==> config.mk <==
export PLATFORM = sky130hd
export DESIGN_NAME = fsm_counter_dispatcher
export DESIGN_NICKNAME = d
export VERILOG_FILES = /design/src/rtl/fsm_counter_dispatcher.sv
export SDC_FILE = /design/constraint.sdc
export NUM_CORES = 1
export LEC_CHECK = 0
export BUFFER_PORTS_ARGS = -buffer_cell sky130_fd_sc_hd__buf_2
export CAP_MARGIN = 5
export CELL_PAD_IN_SITES_DETAIL_PLACEMENT = 1
export CELL_PAD_IN_SITES_GLOBAL_PLACEMENT = 1
export CORE_ASPECT_RATIO = 0.9
export CORE_MARGIN = 4
export CORE_UTILIZATION = 32
export CTS_CLUSTER_DIAMETER = 100
export DETAILED_ROUTE_END_ITERATION = 12
export PLACE_DENSITY = 0.64
export RECOVER_POWER = 100
export SKIP_CTS_REPAIR_TIMING = 1
export SLEW_MARGIN = 20
export SYNTH_ARGS = -nofsm -noshare
export SYNTH_HDL_FRONTEND = slang
export SYNTH_SLANG_ARGS = --single-unit
==> constraint.sdc <==
create_clock -name clk -period 4.3 [get_ports clk]
set_input_delay 0.43 -clock clk [delete_from_list [all_inputs] [get_ports clk]]
set_output_delay 0.43 -clock clk [all_outputs]
set_load 0.005 [all_outputs]
==> src/rtl/fsm_counter_dispatcher.sv <==
`default_nettype none
// ============================================================================
// Module      : fsm_counter_dispatcher
// Description : Initiator for a run/idle/done counter worker. Jobs from an
//               upstream valid/ready source are queued in a small FIFO and
//               launched one at a time: a 1-cycle run pulse, the count held
//               stable until done, then a wait for the worker to return to idle.
// Revision    : 1.0 - initial release
// ----------------------------------------------------------------------------
// Parameters
//   CNT_W          job count width (matches worker i_num_cnt)
//   DEPTH          job FIFO entries (power of 2, >= 2)
//   TIMEOUT_CYCLES S_WAIT watchdog limit (used only with the macro below)
// Optional feature
//   FSM_DISPATCH_TIMEOUT_EN : enables the S_WAIT watchdog, o_timeout and o_err.
//                             Undefined: no watchdog, o_timeout/o_err tied to 0.
// Ports
//   clk, reset_n          clock, asynchronous active-low reset
//   i_job_valid/i_job_num upstream job; o_job_ready = FIFO not full
//   o_run, o_num_cnt      launch pulse and count value to the worker
//   i_idle, i_running,    worker status (i_running is informational only)
//   i_done
//   o_busy, o_empty       FSM not idle, FIFO empty
//   o_jobs_done           completed-job counter (wraps)
//   o_timeout, o_err      watchdog expiry pulse, sticky error
// ============================================================================
module fsm_counter_dispatcher #(
  parameter int CNT_W          = 7,
  parameter int DEPTH          = 4,
  parameter int TIMEOUT_CYCLES = 1024
) (
  input  logic             clk,
  input  logic             reset_n,
  input  logic             i_job_valid,
  input  logic [CNT_W-1:0] i_job_num,
  output logic             o_job_ready,
  output logic             o_run,
  output logic [CNT_W-1:0] o_num_cnt,
  input  logic             i_idle,
  input  logic             i_running,
  input  logic             i_done,
  output logic             o_busy,
  output logic             o_empty,
  output logic [15:0]      o_jobs_done,
  output logic             o_timeout,
  output logic             o_err
);

  localparam int AW = $clog2(DEPTH);

  localparam logic [1:0] S_IDLE   = 2'd0;
  localparam logic [1:0] S_LAUNCH = 2'd1;
  localparam logic [1:0] S_WAIT   = 2'd2;
  localparam logic [1:0] S_DONE   = 2'd3;

  // --------------------------------------------------------------------------
  // Job FIFO: pointers carry one extra wrap bit to tell full from empty.
  // --------------------------------------------------------------------------
  logic [CNT_W-1:0] mem_q [DEPTH];
  logic [AW:0]      wr_ptr_q, rd_ptr_q;
  logic             fifo_full, fifo_empty;
  logic             push, push_store, pop;

  assign fifo_empty = (wr_ptr_q == rd_ptr_q);
  assign fifo_full  = (wr_ptr_q[AW] != rd_ptr_q[AW]) &&
                      (wr_ptr_q[AW-1:0] == rd_ptr_q[AW-1:0]);

  assign push       = i_job_valid && !fifo_full;
  // Zero-length jobs complete the handshake but are never queued.
  assign push_store = push && (i_job_num != '0);

  always_ff @(posedge clk) begin
    if (push_store) begin
      mem_q[wr_ptr_q[AW-1:0]] <= i_job_num;
    end
  end

  always_ff @(posedge clk or negedge reset_n) begin
    if (!reset_n) begin
      wr_ptr_q <= '0;
      rd_ptr_q <= '0;
    end else begin
      if (push_store) wr_ptr_q <= wr_ptr_q + 1'b1;
      if (pop)        rd_ptr_q <= rd_ptr_q + 1'b1;
    end
  end

  // --------------------------------------------------------------------------
  // Dispatch FSM
  // --------------------------------------------------------------------------
  logic [1:0]       state_q, state_d;
  logic             jobs_inc;
  logic             expire;
  logic             run_q;
  logic             busy_q;
  logic [CNT_W-1:0] num_cnt_q;
  logic [15:0]      jobs_q;

`ifdef FSM_DISPATCH_TIMEOUT_EN
  localparam int WD_W = $clog2(TIMEOUT_CYCLES + 1);
  localparam logic [WD_W-1:0] WD_LAST = WD_W'(TIMEOUT_CYCLES - 1);

  logic [WD_W-1:0] wdog_q;
  logic            timeout_q;
  logic            err_q;
  logic            wdog_hit;

  // wdog_q holds the number of completed S_WAIT cycles, so the hit fires on
  // the TIMEOUT_CYCLES-th cycle spent waiting.
  assign wdog_hit = (wdog_q == WD_LAST);
`endif

  always_comb begin
    state_d  = state_q;
    pop      = 1'b0;
    jobs_inc = 1'b0;
    expire   = 1'b0;
    case (state_q)
      S_IDLE: begin
        if (!fifo_empty && i_idle) begin
          pop     = 1'b1;
          state_d = S_LAUNCH;
        end
      end
      S_LAUNCH: state_d = S_WAIT;
      S_WAIT: begin
        // A done arriving on the expiry cycle takes precedence.
        if (i_done) begin
          state_d  = S_DONE;
          jobs_inc = 1'b1;
        end
`ifdef FSM_DISPATCH_TIMEOUT_EN
        else if (wdog_hit) begin
          state_d = S_DONE;
          expire  = 1'b1;
        end
`endif
      end
      S_DONE: begin
        // Hold here until the done pulse is gone so it is counted once.
        if (!i_done && i_idle) state_d = S_IDLE;
      end
      default: state_d = S_IDLE;
    endcase
  end

  always_ff @(posedge clk or negedge reset_n) begin
    if (!reset_n) begin
      state_q   <= S_IDLE;
      run_q     <= 1'b0;
      busy_q    <= 1'b0;
      num_cnt_q <= '0;
      jobs_q    <= '0;
    end else begin
      state_q <= state_d;
      run_q   <= pop;
      busy_q  <= (state_d != S_IDLE);
      if (pop) num_cnt_q <= mem_q[rd_ptr_q[AW-1:0]];
      jobs_q  <= jobs_q + 16'(jobs_inc);
    end
  end

`ifdef FSM_DISPATCH_TIMEOUT_EN
  always_ff @(posedge clk or negedge reset_n) begin
    if (!reset_n) begin
      wdog_q    <= '0;
      timeout_q <= 1'b0;
      err_q     <= 1'b0;
    end else begin
      // Outside S_WAIT the counter is held at zero, which clears it on entry.
      if (state_q == S_WAIT) wdog_q <= wdog_q + 1'b1;
      else                   wdog_q <= '0;
      timeout_q <= expire;
      if (expire) err_q <= 1'b1;
    end
  end

  assign o_timeout = timeout_q;
  assign o_err     = err_q;

  logic unused_sink;
  assign unused_sink = i_running;
`else
  assign o_timeout = 1'b0;
  assign o_err     = 1'b0;

  logic unused_sink;
  assign unused_sink = i_running ^ expire ^ (TIMEOUT_CYCLES != 0);
`endif

  assign o_job_ready = !fifo_full;
  assign o_empty     = fifo_empty;
  assign o_run       = run_q;
  assign o_busy      = busy_q;
  assign o_num_cnt   = num_cnt_q;
  assign o_jobs_done = jobs_q;

endmodule
`default_nettype wire

==> metrics.md, run 1 <==
| Metric | Value |
|---|---|
| Status | finished with violations |
| Failing checks | capacitance limit, slew limit |
| Post-synth EDFFs | 28 |
| Peak supply drop | 303 uV |
| Most used flip-flop cell after synthesis | dfrtp_1 |
| Sequential share of the synthesized area | 0.641 |
| DRT iter0 DRCs | 32 |
| Vias per cell | 4.65 |
| Die area | 9630 sq um |
| H-Tree Level Count | 3 |
| Final setup fails | 0 |
| Final period util | 0.512 |
| Vias in the first global route | 1483 |
| Yosys top cell area share | 0.323 |
| Drt wl/cell | 15.4 um |
| Simple-gate share of the synthesized area | 0.0972 |
| Ys async rst share | 0.541 |
| Mapped Area | 2600 sq um |
| Synth cell types | 33 |
| Largest family of logic cells by synthesized area | multiplexers |
| Fmax | 454 MHz |
| CTS Root Cell | clkbuf_8 |
| # clock sinks | 61 |
| Port bufs | 38 |
| Crit-path cells | xnor2_1 > nand3_1 > and3_1 > and2_0 |
| Ranking of synthesized cells by area | edfxtp_1 32%, dfrtp_1 32%, mux4_1 5.1% |
| Placement Setup Slack | 2300 ps |
| # diodes | 0 |
| Initial Utilization | 0.336 |
| Max FO, Critical Path | 10 |
| Post-layout min period | 2200 ps |
| Maxcap violations | 1 |
| Synthesis-stage register bit count | 61 |
| DR pass1 iterations | 4 |
| Fillcell total | 819 |
| Post-synthesis xor/xnor area fraction | 0.0799 |
| Final cell count without fillers | 307 |
| Area Growth Syn to Fin | 15.0% |
| Average instance area after synthesis | 16.1 sq um |
| Type of origin of the critical path | flop |
| Hold Fails Final Rpt | 0 |
| Yosys warns | 0 |
| Worst Setup End Kind | flop |
| Die Span Y | 93.5 um |
| Detail Route Antenna Nets | 0 |
| # nets final | 226 |
| CTS tree | yes |
| Layout cells sized above 1 | 0.175 |
| Req. time, crit path | 4270 ps |
| Syn Inst Count | 161 |
| Worst Max-Slew Pin Slew | 1810 ps |
| Unrepaired setup endpoints after global routing | false |
| First-pass GRT wire length | 7.49 mm |
| Layout Skew | 9.11 ps |
| CP max stage cell | dfrtp_1 |
| Gr usage total | 0.105 |
| Setup TNS | 0 ps |
| Clock-pin slew on the worst setup and hold paths | 70 ps |
| Final instance area | 2990 sq um |
| Slew Limit Fails | 34 |
| Drt total wl | 4.74 mm |
| Crit-path max cell delay | 680 ps |
| Post-DP Area | 2870 sq um |
| Num CTS Buffers | 9 |
| Global route overflow | 0 |
| Rel. slew slack | -0.204 |
| Arrival @ worst endpoint | 2170 ps |
| Die width | 103 um |
| Final worst slack | 2100 ps |
| Synth area leader | edfxtp_1 |
| Largest net degree at the start of global routing | 34 |
| Compound-Gate Fraction of Synth Area | 0.00385 |
| Core area | 7730 sq um |
| Skew-Pair Late Insertion Delay | 330 ps |
| HP Class | input pin to flop |
| Clock Tree Buf Depth | 2 |
| # IOs | 42 |
| Leakage Power | 1.27 nW |
| Synth Area in Adders | 0.0337 |
| Core Rows | 30 |
| Antenna violations before repair | 0 |
| Placed insts | 291 |
| Mux cell area share after synthesis | 0.118 |
| Final HPWL DP | 3.40 mm |
| Drt drc | 0 |
| Gp weighted congestion | 0.716 |
| Pwr/cell area | 621 nW/um^2 |
| Vias | 1428 |
| Setup CP Type | flop to flop |
==> worst max-delay path: cells and delay by family, from the launching register on <==
family,cells,cell delay [ps]
xor gates and xnor gates,1,180
DFF,1,680
and+or+nand+nor,3,980
==> cells by family after synthesis <==
kind of cell               Yosys count
muxes                               16
DFF                                 61
and+or+nand+nor                     42
AOI/OAI and AO/OA                    2
xor gates and xnor gates            22
adders and majority gates            7
buffers and inverters               10
other                                1
==> layout make-up <==
type                            instances  area, sq um  share of cell area
Clock inverter                          6         78.8              0.0264
Timing Repair Buffer                   38          165              0.0552
Tap cell                               96          120              0.0402
Inverter                                5         18.8             0.00628
Multi-Input combinational cell         91          813               0.272
Clock buffer                           10          128              0.0427
Sequential cell                        61         1670               0.557
==> cell usage in the layout (no fill, tap or decap) <==
master,instances
o21ai_0,1
nor3_1,4
and3b_1,1
nor2b_1,1
dfrtp_1,33
buf_2,18
a21oi_1,1
and2_0,3
and4b_1,1
mux4_2,2
nor4_1,1
clkinv_1,1
and2_1,1
xnor2_1,12
mux4_1,5
clkbuf_8,9
conb_1,2
bufinv_16,2
nand2_1,9
nor2_1,5
and3_1,3
clkbuf_1,21
nand4_1,3
nand3b_2,1
ha_1,7
and4_1,2
xnor2_2,1
edfxtp_1,28
mux2_1,8
xor2_1,9
mux2_2,1
clkinv_2,3
inv_1,5
nand3_1,7
==> through the flow <==
step / hold slack, ps / util / power, mW
floorplan: 134 / - / 1.24
global placement: 451 / 0.371 / 1.39
detailed placement: 473 / 0.371 / 1.42
CTS: 190 / 0.398 / 1.96
global route: 380 / 0.387 / 1.97
finish: 360 / 0.387 / 1.86
==> layer usage <==
metal / GRT usage / vias up / part of all wire
met5: 0 / - / 0
met4: 0.0356 / 0 / 0.0095
met3: 0.0425 / 6 / 0.064
met2: 0.162 / 42 / 0.45
met1: 0.134 / 713 / 0.47
li1: - / 667 / -
==> sequential cells by signal (all words and copies together), names as in the netlist <==
| register | count |
|---|---|
| rd_ptr_q | 3 |
| mem_q | 28 |
| wr_ptr_q | 3 |
| o_num_cnt | 7 |
| state_q | 2 |
| o_jobs_done | 16 |
| o_run | 1 |
| o_busy | 1 |
==> cell usage after synthesis, drive strengths merged (4+ instances only) <==
library cell  instances
dfrtp                33
edfxtp               28
xnor2                13
mux2                  9
nand2                 9
xor2                  9
ha                    7
mux4                  7
nand3                 7
buf                   5
inv                   5
nor2                  5
and2                  4
nor3                  4
==> worst paths after layout <==
path	cells past startpoint	end	slack, ps	startpoint
max in group asynchronous	1	o_num_cnt[4]	2680	reset_n
min in group asynchronous	1	o_jobs_done[1]	580	reset_n
setup reg to reg	4	mem_q[0][3]	2100	rd_ptr_q[0]
hold reg to reg	1	o_jobs_done[15]	480	o_jobs_done[15]
hold / removal	3	o_busy	360	i_idle
setup / recovery	4	mem_q[0][3]	2100	rd_ptr_q[0]
==> power by group <==
part	switching [mW]	internal, mW
combinational	0.206	0.219
clock	0.213	0.321
sequential	0.127	0.770
total	0.546	1.31
(Power assumes the default switching activity.)
==> run 2, diff against run 1 <==
--- a/config.mk
+++ b/config.mk
@@ -5,6 +5,7 @@
 export SDC_FILE = /design/constraint.sdc
 export NUM_CORES = 1
 export LEC_CHECK = 0
+export ABC_AREA = 1
 export BUFFER_PORTS_ARGS = -buffer_cell sky130_fd_sc_hd__buf_2
 export CAP_MARGIN = 5
 export CELL_PAD_IN_SITES_DETAIL_PLACEMENT = 1
@@ -14,7 +15,7 @@
 export CORE_UTILIZATION = 32
 export CTS_CLUSTER_DIAMETER = 100
 export DETAILED_ROUTE_END_ITERATION = 12
-export PLACE_DENSITY = 0.64
+export PLACE_DENSITY = 0.7
 export RECOVER_POWER = 100
 export SKIP_CTS_REPAIR_TIMING = 1
 export SLEW_MARGIN = 20
==> constraint.sdc (replaced) <==
create_clock -name clk -period 2 [get_ports clk]
set_input_delay 0.2 -clock clk [delete_from_list [all_inputs] [get_ports clk]]
set_output_delay 0.2 -clock clk [all_outputs]
set_load 0.005 [all_outputs]
==> metrics.md, run 2 <==
| Metric | Value |
|---|---|
| CP max stage cell | dfrtp_1 |
| Final setup fails | 0 |
| Port bufs | 38 |
| Crit. path cell count | 7 |
| Core Rows | 32 |
| Final HPWL DP | 4.56 mm |
| Maxcap violations | 0 |
| Slew Limit Fails | 0 |
| Layout cells sized above 1 | 0.139 |
| Reg2reg setup slack | 270 ps |
| Synth cell types | 25 |
| # IOs | 42 |
| HP Class | input pin to flop |
| Hold Fails Final Rpt | 0 |
| Antenna violations before repair | 0 |
| Most used flip-flop cell after synthesis | dfrtp_1 |
| RR Startpoint | rd_ptr_q[0] |
| Crit-path max cell delay | 570 ps |
| Detail Route Antenna Nets | 0 |
| Num CTS Buffers | 9 |
| Final worst slack | 273 ps |
| # clock sinks | 61 |
| Gr usage total | 0.125 |
| First-pass GRT wire length | 10.3 mm |
| Leakage Power | 1.62 nW |
| Clock Tree Buf Depth | 2 |
| Global route overflow | 0 |
| Worst hold stages | 3 |
| DR pass1 iterations | 4 |
| Worst Setup End Kind | flop |
| Type of origin of the critical path | flop |
| Largest net degree at the start of global routing | 34 |
| Setup CP Type | flop to flop |
| Commonest non-fill, non-tap cells in the layout | 128 x nand2_1, 33 x dfrtp_1, 28 x inv_1, 28 x edfxtp_1 |
| Die area | 10400 sq um |
| Arrival @ worst endpoint | 1760 ps |
| Yosys warns | 0 |
| Post-synth EDFFs | 28 |
| Hold path start | i_done |
| Critical path's most frequent cell | nand2_1 |
| Unrepaired setup endpoints after global routing | false |
| CTS tree | yes |
| Drt wl/cell | 12.6 um |
| WP buf/inv | 2 |
| Vias | 2082 |
| Max FO, Critical Path | 7 |
| Crit-path cells | inv_6 > nand2_1 > nand2_1 > nand3_2 > nand2_1 > nor2_1 > clkbuf_2 |
| Final period util | 0.863 |
| Sequential share of the synthesized area | 0.588 |
| Synth area leader | edfxtp_1 |
| Core area | 8610 sq um |
| Ys async rst share | 0.541 |
| H-Tree Level Count | 3 |
| Placement Setup Slack | 406 ps |
| Top layer in use | met4 |
| Layout Skew | 8.90 ps |
| Mapped Area | 2830 sq um |
| Clock-pin slew on the worst setup and hold paths | 70 ps |
| Setup TNS | 0 ps |
| Initial Utilization | 0.329 |
| Drt total wl | 6.02 mm |
| # nets final | 375 |
| Synthesis-stage register bit count | 61 |
| Area Growth Syn to Fin | 18.0% |
| Met3 wire len | 208 um |
| Reg2reg end | mem_q[1][1] |
| Vias in the first global route | 2161 |
| Ranking of synthesized cells by area | edfxtp_1 30%, dfrtp_1 29%, nand2_1 16% |
| Die Span Y | 97.3 um |
| Fmax | 579 MHz |
| Worst Max-Slew Pin Slew | 850 ps |
| Worst r2r path cells | 7 |
| Syn Inst Count | 304 |
| Drt drc | 0 |
| Gp weighted congestion | 0.732 |
| Cell family with most CP delay | simple AND/OR/NAND/NOR gates |
| Yosys top cell area share | 0.297 |
| Largest register FFs | 28 |
| DRT iter0 DRCs | 69 |
| Pwr/cell area | 1290 nW/um^2 |
| Req. time, crit path | 2030 ps |
| Final instance area | 3340 sq um |
| Most common cell after layout, fill and taps aside | nand2_1 |
| # diodes | 0 |
| Status | complete, no violations |
| Count leader, synth | nand2_1 |
| Hold path endpoint | state_q[1] |
| Average instance area after synthesis | 9.32 sq um |
| Die width | 107 um |
| Post-synth top cells | 124 x nand2_1, 33 x dfrtp_1, 28 x edfxtp_1, 28 x inv_1, 20 x nand3_1 |
| Peak supply drop | 316 uV |
| DRT met1 WL | 2.96 mm |
| Post-layout min period | 1730 ps |
| CTS Root Cell | clkbuf_8 |
| Post-DP Area | 3170 sq um |
| Vias per cell | 4.35 |
| Rel. slew slack | 0.434 |
| Met2 WL | 2.75 mm |
| Skew-Pair Late Insertion Delay | 330 ps |
==> run 2: stage by stage <==
stage	total power, mW	utilization	hold WS, ps	cells
2_1_floorplan	2.76	-	-95.6	305
3_3_place_gp	3.17	0.368	314	462
3_5_place_dp	3.23	0.368	319	462
4_1_cts	4.44	0.393	-55.8	478
5_1_grt	4.67	0.388	138	479
6_report	4.30	0.388	131	479
==> run 2: logic make-up (layout without fill, tap and decap cells) <==
family                     count (synthesis)  after routing  synth area share
buffers and inverters                     38             93            0.0662
adders and majority gates                  7              7            0.0309
other                                      1              2           0.00132
AOI/OAI and AO/OA                          5              5            0.0106
DFF                                       61             61             0.588
and+or+nand+nor                          183            183             0.272
xor gates and xnor gates                   9              9            0.0305
==> run 2: worst min-delay path: stages <==
cell and delay, ps:
buf_2 90, o31ai_1 90, inv_1 50
==> run 2: routing by layer <==
metal | global-route usage | up-vias
met5 | 0 | -
met4 | 0.0531 | 0
met3 | 0.0272 | 9
met2 | 0.201 | 37
met1 | 0.163 | 980
li1 | - | 1056
==> run 2: how the worst max path moves through the flow <==
stage | from | endpoint | slack, ps
final | rd_ptr_q[0] | mem_q[1][1] | 270
after floorplan | rd_ptr_q[1] | mem_q[0][0] | 430
after CTS | rd_ptr_q[0] | o_empty | 320
after global routing | rd_ptr_q[0] | mem_q[1][1] | 110
after detailed placement | rd_ptr_q[0] | mem_q[3][5] | 410
after global placement | i_job_num[5] | mem_q[3][6] | 460
==> run 2: report_power, final <==
part           total [mW]  internal [mW]  switching, mW
Combinational        1.26          0.478          0.786
Clock                1.18          0.694          0.486
Sequential           1.85           1.63          0.225
==> run 2: cell type report <==
| class | instances | area, sq um |
|---|---|---|
| inverter | 29 | 114 |
| timing repair buffer | 48 | 239 |
| fill | 1032 | 5270 |
| multi-input combinational | 206 | 961 |
| clock inverter | 7 | 90.1 |
| clock buffer | 9 | 124 |
| sequential | 61 | 1670 |
| tap | 119 | 149 |
